[src/rtl/alu_issue_stage_if.sv]
// Handshake bundle between the upstream fetch/regfile side, the ALU issue stage and execute.
interface alu_issue_stage_if #(
    parameter int unsigned DATA_W = 32
);
    logic              in_valid;
    logic              in_ready;
    logic [31:0]       inst;
    logic [DATA_W-1:0] pc;
    logic [DATA_W-1:0] rs1_data;
    logic [DATA_W-1:0] rs2_data;
    logic              out_valid;
    logic              out_ready;
    logic [3:0]        alu_func;
    logic [DATA_W-1:0] alu_op1;
    logic [DATA_W-1:0] alu_op2;
    logic [4:0]        rd;
    logic              rd_we;
    logic              illegal;

    modport master (
        output in_valid, inst, pc, rs1_data, rs2_data, out_ready,
        input  in_ready, out_valid, alu_func, alu_op1, alu_op2, rd, rd_we, illegal
    );

    modport slave (
        input  in_valid, inst, pc, rs1_data, rs2_data, out_ready,
        output in_ready, out_valid, alu_func, alu_op1, alu_op2, rd, rd_we, illegal
    );
endinterface

[src/rtl/alu_issue_stage.sv]
// RV32I ALU-class decode/issue stage: decodes func/operands and registers them toward
// execute through an output register backed by a one-entry skid, keeping in_ready registered.
module alu_issue_stage #(
    parameter int unsigned DATA_W = 32
) (
    input logic              clk,
    input logic              rst_n,
    alu_issue_stage_if.slave bus
);
    localparam int unsigned FUNC_W = 4;
    localparam int unsigned RD_W   = 5;

    localparam logic [FUNC_W-1:0] F_ZERO = 4'd0;
    localparam logic [FUNC_W-1:0] F_ADD  = 4'd1;
    localparam logic [FUNC_W-1:0] F_SUB  = 4'd2;
    localparam logic [FUNC_W-1:0] F_SLL  = 4'd3;
    localparam logic [FUNC_W-1:0] F_SLT  = 4'd4;
    localparam logic [FUNC_W-1:0] F_XOR  = 4'd5;
    localparam logic [FUNC_W-1:0] F_OR   = 4'd6;
    localparam logic [FUNC_W-1:0] F_AND  = 4'd7;
    localparam logic [FUNC_W-1:0] F_SRL  = 4'd8;
    localparam logic [FUNC_W-1:0] F_SRA  = 4'd9;
    localparam logic [FUNC_W-1:0] F_SLTU = 4'd10;

    localparam logic [6:0] OPC_OP    = 7'h33;
    localparam logic [6:0] OPC_IMM   = 7'h13;
    localparam logic [6:0] OPC_LUI   = 7'h37;
    localparam logic [6:0] OPC_AUIPC = 7'h17;
    localparam logic [6:0] F7_BASE   = 7'h00;
    localparam logic [6:0] F7_ALT    = 7'h20;

    typedef struct packed {
        logic [FUNC_W-1:0] func;
        logic [DATA_W-1:0] op1;
        logic [DATA_W-1:0] op2;
        logic [RD_W-1:0]   rd;
        logic              rd_we;
        logic              illegal;
    } issue_t;

    typedef enum logic [1:0] {
        S_EMPTY,
        S_FULL,
        S_SKID
    } state_t;

    state_t            state, state_nxt;
    issue_t            dec_c, out_q, skid_q;
    logic              legal_c;
    logic              in_ready_q, out_valid_q;
    logic              in_fire_c, load_in_c, load_skid_c, skid_to_out_c;
    logic [6:0]        opcode_c, f7_c;
    logic [2:0]        f3_c;
    logic [DATA_W-1:0] imm_i_c, imm_u_c, shamt_c;
    logic              unused_rs1_field_c;

    function automatic logic [FUNC_W-1:0] base_func(input logic [2:0] f3);
        case (f3)
            3'b000:  base_func = F_ADD;
            3'b001:  base_func = F_SLL;
            3'b010:  base_func = F_SLT;
            3'b011:  base_func = F_SLTU;
            3'b100:  base_func = F_XOR;
            3'b101:  base_func = F_SRL;
            3'b110:  base_func = F_OR;
            default: base_func = F_AND;
        endcase
    endfunction

    assign opcode_c           = bus.inst[6:0];
    assign f3_c               = bus.inst[14:12];
    assign f7_c               = bus.inst[31:25];
    assign imm_i_c            = DATA_W'($signed(bus.inst[31:20]));
    assign imm_u_c            = DATA_W'({bus.inst[31:12], 12'h000});
    assign shamt_c            = DATA_W'(bus.inst[24:20]);
    assign unused_rs1_field_c = ^bus.inst[19:15];

    // Decode; undecodable words collapse to a zero-operand illegal entry that still issues.
    always_comb begin
        dec_c    = '0;
        legal_c  = 1'b1;
        dec_c.rd = bus.inst[11:7];
        case (opcode_c)
            OPC_OP: begin
                dec_c.op1 = bus.rs1_data;
                dec_c.op2 = bus.rs2_data;
                if (f7_c == F7_BASE)                        dec_c.func = base_func(f3_c);
                else if (f7_c == F7_ALT && f3_c == 3'b000)  dec_c.func = F_SUB;
                else if (f7_c == F7_ALT && f3_c == 3'b101)  dec_c.func = F_SRA;
                else                                        legal_c    = 1'b0;
            end
            OPC_IMM: begin
                dec_c.op1 = bus.rs1_data;
                dec_c.op2 = imm_i_c;
                case (f3_c)
                    3'b001: begin
                        dec_c.op2 = shamt_c;
                        if (f7_c == F7_BASE) dec_c.func = F_SLL;
                        else                 legal_c    = 1'b0;
                    end
                    3'b101: begin
                        dec_c.op2 = shamt_c;
                        if (f7_c == F7_BASE)     dec_c.func = F_SRL;
                        else if (f7_c == F7_ALT) dec_c.func = F_SRA;
                        else                     legal_c    = 1'b0;
                    end
                    default: dec_c.func = base_func(f3_c);
                endcase
            end
            OPC_LUI: begin
                dec_c.func = F_ADD;
                dec_c.op2  = imm_u_c;
            end
            OPC_AUIPC: begin
                dec_c.func = F_ADD;
                dec_c.op1  = bus.pc;
                dec_c.op2  = imm_u_c;
            end
            default: legal_c = 1'b0;
        endcase
        if (!legal_c) begin
            dec_c.func = F_ZERO;
            dec_c.op1  = '0;
            dec_c.op2  = '0;
        end
        dec_c.illegal = !legal_c;
        dec_c.rd_we   = legal_c && (dec_c.rd != 5'd0);
    end

    assign in_fire_c = bus.in_valid && in_ready_q;

    // Occupancy FSM: EMPTY, output reg only, output reg plus skid.
    always_comb begin
        state_nxt     = state;
        load_in_c     = 1'b0;
        load_skid_c   = 1'b0;
        skid_to_out_c = 1'b0;
        case (state)
            S_EMPTY: begin
                if (in_fire_c) begin
                    load_in_c = 1'b1;
                    state_nxt = S_FULL;
                end
            end
            S_FULL: begin
                if (bus.out_ready) begin
                    if (in_fire_c) load_in_c = 1'b1;
                    else           state_nxt = S_EMPTY;
                end else if (in_fire_c) begin
                    load_skid_c = 1'b1;
                    state_nxt   = S_SKID;
                end
            end
            S_SKID: begin
                if (bus.out_ready) begin
                    skid_to_out_c = 1'b1;
                    state_nxt     = S_FULL;
                end
            end
            default: state_nxt = S_EMPTY;
        endcase
    end

    always_ff @(posedge clk or negedge rst_n) begin
        if (!rst_n) begin
            state       <= S_EMPTY;
            out_valid_q <= 1'b0;
            in_ready_q  <= 1'b1;
        end else begin
            state       <= state_nxt;
            out_valid_q <= (state_nxt != S_EMPTY);
            in_ready_q  <= (state_nxt != S_SKID);
        end
    end

    always_ff @(posedge clk or negedge rst_n) begin
        if (!rst_n) begin
            out_q  <= '0;
            skid_q <= '0;
        end else begin
            if (load_in_c)          out_q <= dec_c;
            else if (skid_to_out_c) out_q <= skid_q;
            if (load_skid_c)        skid_q <= dec_c;
        end
    end

    assign bus.in_ready  = in_ready_q;
    assign bus.out_valid = out_valid_q;
    assign bus.alu_func  = out_q.func;
    assign bus.alu_op1   = out_q.op1;
    assign bus.alu_op2   = out_q.op2;
    assign bus.rd        = out_q.rd;
    assign bus.rd_we     = out_q.rd_we;
    assign bus.illegal   = out_q.illegal;
endmodule

[src/flat_wrapper.sv]
// flat-port wrapper written by rule: the top's interface ports become plain ports
module alu_issue_stage_flat 
#(
    parameter int unsigned DATA_W = 32
)
  (clk, rst_n, bus_in_valid, bus_inst, bus_pc, bus_rs1_data, bus_rs2_data, bus_out_ready, bus_in_ready, bus_out_valid, bus_alu_func, bus_alu_op1, bus_alu_op2, bus_rd, bus_rd_we, bus_illegal);
  alu_issue_stage_if #(.DATA_W(DATA_W)) bus_i ();
  input logic clk;
  input logic rst_n;
  input wire logic [$bits(bus_i.in_valid)-1:0] bus_in_valid;
  input wire logic [$bits(bus_i.inst)-1:0] bus_inst;
  input wire logic [$bits(bus_i.pc)-1:0] bus_pc;
  input wire logic [$bits(bus_i.rs1_data)-1:0] bus_rs1_data;
  input wire logic [$bits(bus_i.rs2_data)-1:0] bus_rs2_data;
  input wire logic [$bits(bus_i.out_ready)-1:0] bus_out_ready;
  output wire logic [$bits(bus_i.in_ready)-1:0] bus_in_ready;
  output wire logic [$bits(bus_i.out_valid)-1:0] bus_out_valid;
  output wire logic [$bits(bus_i.alu_func)-1:0] bus_alu_func;
  output wire logic [$bits(bus_i.alu_op1)-1:0] bus_alu_op1;
  output wire logic [$bits(bus_i.alu_op2)-1:0] bus_alu_op2;
  output wire logic [$bits(bus_i.rd)-1:0] bus_rd;
  output wire logic [$bits(bus_i.rd_we)-1:0] bus_rd_we;
  output wire logic [$bits(bus_i.illegal)-1:0] bus_illegal;
  assign bus_i.in_valid = bus_in_valid;
  assign bus_i.inst = bus_inst;
  assign bus_i.pc = bus_pc;
  assign bus_i.rs1_data = bus_rs1_data;
  assign bus_i.rs2_data = bus_rs2_data;
  assign bus_i.out_ready = bus_out_ready;
  assign bus_in_ready = bus_i.in_ready;
  assign bus_out_valid = bus_i.out_valid;
  assign bus_alu_func = bus_i.alu_func;
  assign bus_alu_op1 = bus_i.alu_op1;
  assign bus_alu_op2 = bus_i.alu_op2;
  assign bus_rd = bus_i.rd;
  assign bus_rd_we = bus_i.rd_we;
  assign bus_illegal = bus_i.illegal;
  alu_issue_stage #(.DATA_W(DATA_W)) u_core (.clk(clk), .rst_n(rst_n), .bus(bus_i));
endmodule
[config.mk]
export PLATFORM = sky130hd
export DESIGN_NAME = alu_issue_stage_flat
export DESIGN_NICKNAME = d
export VERILOG_FILES = /design/src/rtl/alu_issue_stage_if.sv /design/src/rtl/alu_issue_stage.sv /design/src/flat_wrapper.sv
export SDC_FILE = /design/constraint.sdc
export NUM_CORES = 1
export LEC_CHECK = 0
export ABC_AREA = 1
export CAP_MARGIN = 20
export CORE_MARGIN = 2
export CORE_UTILIZATION = 25
export CTS_BUF_LIST = sky130_fd_sc_hd__clkbuf_8
export CTS_CLUSTER_DIAMETER = 200
export CTS_CLUSTER_SIZE = 20
export DETAILED_ROUTE_END_ITERATION = 16
export PLACE_DENSITY = 0.5
export SETUP_SLACK_MARGIN = 0.3
export SLEW_MARGIN = 30
export SYNTH_ARGS = -nofsm -noshare
export SYNTH_HDL_FRONTEND = slang
export SYNTH_SLANG_ARGS = --single-unit
export TNS_END_PERCENT = 1
[constraint.sdc]
create_clock -name clk -period 1.6 [get_ports clk]
set_clock_uncertainty 0.05 [all_clocks]
set_input_delay 0.32 -clock clk [delete_from_list [all_inputs] [get_ports clk]]
set_output_delay 0.32 -clock clk [all_outputs]
set_load 0.005 [all_outputs]
==> flow_summary.json <==
{
  "status": "finished, violations left",
  "violations": "negative setup slack",
  "num_rows": 64,
  "cp.required_ns": 1.94,
  "dieArea_um2": 32700,
  "ir_worst_vdd_uv": 387,
  "maxCapViolCount": 0,
  "max_stage_delay_ns": 0.55,
  "end_kind": "flop",
  "pwr-share-seq": 0.408,
  "critical_path.startpoint_type": "flop",
  "clkPwrFrac": 0.264,
  "synthesis.instances": 1098,
  "cts_root_buf": "clkbuf_8",
  "comb_power_share": 0.329,
  "clkLatencyLatePin_ns": 0.48,
  "r2r_cells": 9,
  "r2r_slack_ns": -0.14,
  "power.leakage_uw": 0.00608,
  "ys_ff_latch": 154,
  "initial_core_util": 0.255,
  "wire_per_inst_um": 16.6,
  "total_power_uw": 11000,
  "final_nets": 1521,
  "yosys.area.top_type": "dfrtp_1",
  "dr_total_vias": 8180,
  "r2r_end": "u_core.bus.alu_op2[24]$_DFFE_PN0P_",
  "grt_pass1_vias": 7969,
  "io_pins": 209,
  "clk_path_buf_depth": 2,
  "placed_area_um2": 11000,
  "vias_per_cell": 4.55,
  "path_cells": "buf_6, nand2_4, nor3_4, clkinv_4, buf_12, buf_16, nand2_4, a21oi_2, a21oi_1",
  "die_w_um": 181,
  "cp_slowest_cell": "dfstp_2",
  "switching_power_uw": 3880,
  "core_um2": 30700,
  "fin_crit_ns": 1.74,
  "synth_area_um2": 7810,
  "grt_max_degree": 42,
  "crit_fanout": 6,
  "dpl.hpwl_um": 19200,
  "io_buffers": 208,
  "clock_sinks": 154,
  "swShare": 0.352,
  "antenna_found_initial": 2,
  "cp.arrival_ns": 2.09,
  "final_max_slew_viol_count": 0,
  "overflow": 0,
  "grt_pass1_wl_um": 45700,
  "drive_above_1_share": 0.243,
  "synth_fp_nets": 1230,
  "netlist.area_leader.share": 0.490,
  "power_density_nw_per_um2": 909,
  "fmaxAchievable_ghz": 0.573,
  "grtUsageTotal": 0.178,
  "remaining_drc_errors": 0,
  "crit_type": "reg -> reg",
  "timing.rr.start": "u_core.bus.in_ready$_DFF_PN1_",
  "totalWireLength_um": 29800,
  "area_growth_pct": 55.6,
  "yosys-top-cells-area": "dfrtp_1, nand2_1, o21ai_1",
  "final_util": 0.396,
  "die_h_um": 181,
  "setup_viol": 97,
  "crit_top_cell": "nand2_4",
  "path_delay_family": "flip-flops",
  "rsz0062_at_grt": "yes",
  "drt_iter0_markers": 629,
  "gp_congestion": 0.818,
  "yosysWarningCount": 0,
  "crit_buf_inv": 4,
  "dp_slack_ns": -0.722,
  "fin_crit_sh": 1.09,
  "cts_made_buffers": 17,
  "post-route-cell-area_um2": 12100,
  "max_slew.worst_pin.slew_ns": 0.405,
  "antenna_left": 0,
  "ys_seq_area_frac": 0.494,
  "setup_ws_ns": -0.145,
  "synth_cell_type_count": 27,
  "avgSynthCellArea_um2": 7.11,
  "cts_tree": "done",
  "hold_viol_final": 0,
  "clkSlewWorstSetupHoldPaths_ns": 0.11,
  "first_pass_iters": 5,
  "p_int_uw": 7150,
  "h-tree-depth": 4,
  "slew_headroom": 0.730,
  "min_path_type": "in -> async"
}
[kinds of logic after synthesis]
logic type,count (synthesis),synth area share
compound gates,153,0.102
buf+inv,106,0.0587
flops,154,0.494
simple gates,685,0.345
[synthesized netlist by cell type (all sizes together)]
cell type	count
a21oi	26
buf	24
or2	1
o31ai	1
nor2	20
nand3	68
nand4	1
inv	37
clkinv	1
dfrtp	153
nand2	589
o21ai	115
a22o	1
dfstp	1
nor3	5
clkbuf	44
o211ai	10
nand3b	1
[final cells by class]
cell class / count / area, um2
antenna: 1 / 2.50
clock buffer: 17 / 234
clock inverter: 15 / 129
fill: 3204 / 18500
inverter: 38 / 153
multi-input combinational: 838 / 3870
sequential: 154 / 3860
tap: 396 / 495
timing repair buffer: 340 / 3410
[metrics by stage]
stage	TNS (ns)	cells	hold slack (ns)
3_3_place_gp	-80.93	1727	0.208
3_5_place_dp	-88.04	1727	0.205
2_1_floorplan	-0.000610	1098	-0.0256
6_report	-6.50	1799	0.250
5_1_grt	-17.92	1799	0.260
4_1_cts	-2.80	1789	0.250
[state kept, by name, summed over array words and instances, names as in the netlist]
signal,count
u_core.skid_q,75
u_core.bus.rd_we,1
u_core.bus.alu_op1,32
u_core.bus.out_valid,1
u_core.bus.alu_op2,32
u_core.bus.alu_func,4
u_core.bus.rd,5
u_core.state,2
u_core.bus.in_ready,1
u_core.bus.illegal,1
[repair_timing]
action	4_1_cts	5_1_grt
gates resized for setup	401	80
hold buffers	1	0
endpoints found under the hold margin	28	0
pin swaps	22	30
buffers inserted	20	3
setup endpoints to repair	231	231
gates cloned	9	6
[worst max path at each step]
stage                                             start                                 end  slack [ns]  depth (start not counted)
after global placement                     bus_inst[26]       u_core.skid_q[72]$_DFFE_PN0P_       -0.68                         10
after global routing      u_core.bus.in_ready$_DFF_PN1_  u_core.bus.alu_op2[24]$_DFFE_PN0P_       -0.23                          9
final                     u_core.bus.in_ready$_DFF_PN1_  u_core.bus.alu_op2[24]$_DFFE_PN0P_       -0.14                          9
after detailed placement                   bus_inst[26]       u_core.skid_q[72]$_DFFE_PN0P_       -0.72                         10
after CTS                 u_core.bus.in_ready$_DFF_PN1_  u_core.bus.alu_op2[22]$_DFFE_PN0P_       -0.09                          9
after floorplan                             bus_inst[3]      u_core.bus.illegal$_DFFE_PN0P_     -0.0006                         11
[worst register-to-register path, stage by stage, from the launching register on]
cell and delay [ns]:
dfstp_2 0.55, buf_6 0.09, nand2_4 0.05, nor3_4 0.28, clkinv_4 0.15, buf_12 0.17, buf_16 0.14, nand2_4 0.05
a21oi_2 0.03, a21oi_1 0.12
[per-layer routing]
layer	up-vias	routed length, um	track usage
met4	2	591	0.0526
li1	4076	-	-
met1	3819	14000	0.252
met3	32	1660	0.0355
met5	-	13	0
met2	251	13600	0.276
[power by group through the flow]
stage          Sequential, uW  Combinational (uW)  Clock, uW
2_1_floorplan            4540                1160          0
3_3_place_gp             4550                3060          0
3_5_place_dp             4550                3060          0
4_1_cts                  4500                3440       3010
5_1_grt                  4560                3960       3180
6_report                 4500                3630       2910
[placed cells by master, fill, tap and decap left out, types with 6 or more instances in the layout]
master / instances
dfrtp_1: 152
o21ai_2: 10
a21oi_1: 21
o21ai_1: 71
clkdlybuf4s50_1: 116
nor2_1: 7
clkbuf_8: 17
inv_6: 8
nand3_1: 62
dlygate4sd2_1: 10
buf_12: 23
inv_2: 7
nor2_4: 9
buf_6: 25
nand2_2: 45
o21ai_0: 34
o211ai_1: 10
buf_4: 78
buf_2: 64
nand2_1: 536
buf_16: 10
nand2_4: 7
dlymetal6s2s_1: 6
inv_1: 29
(Power assumes the default switching activity.)
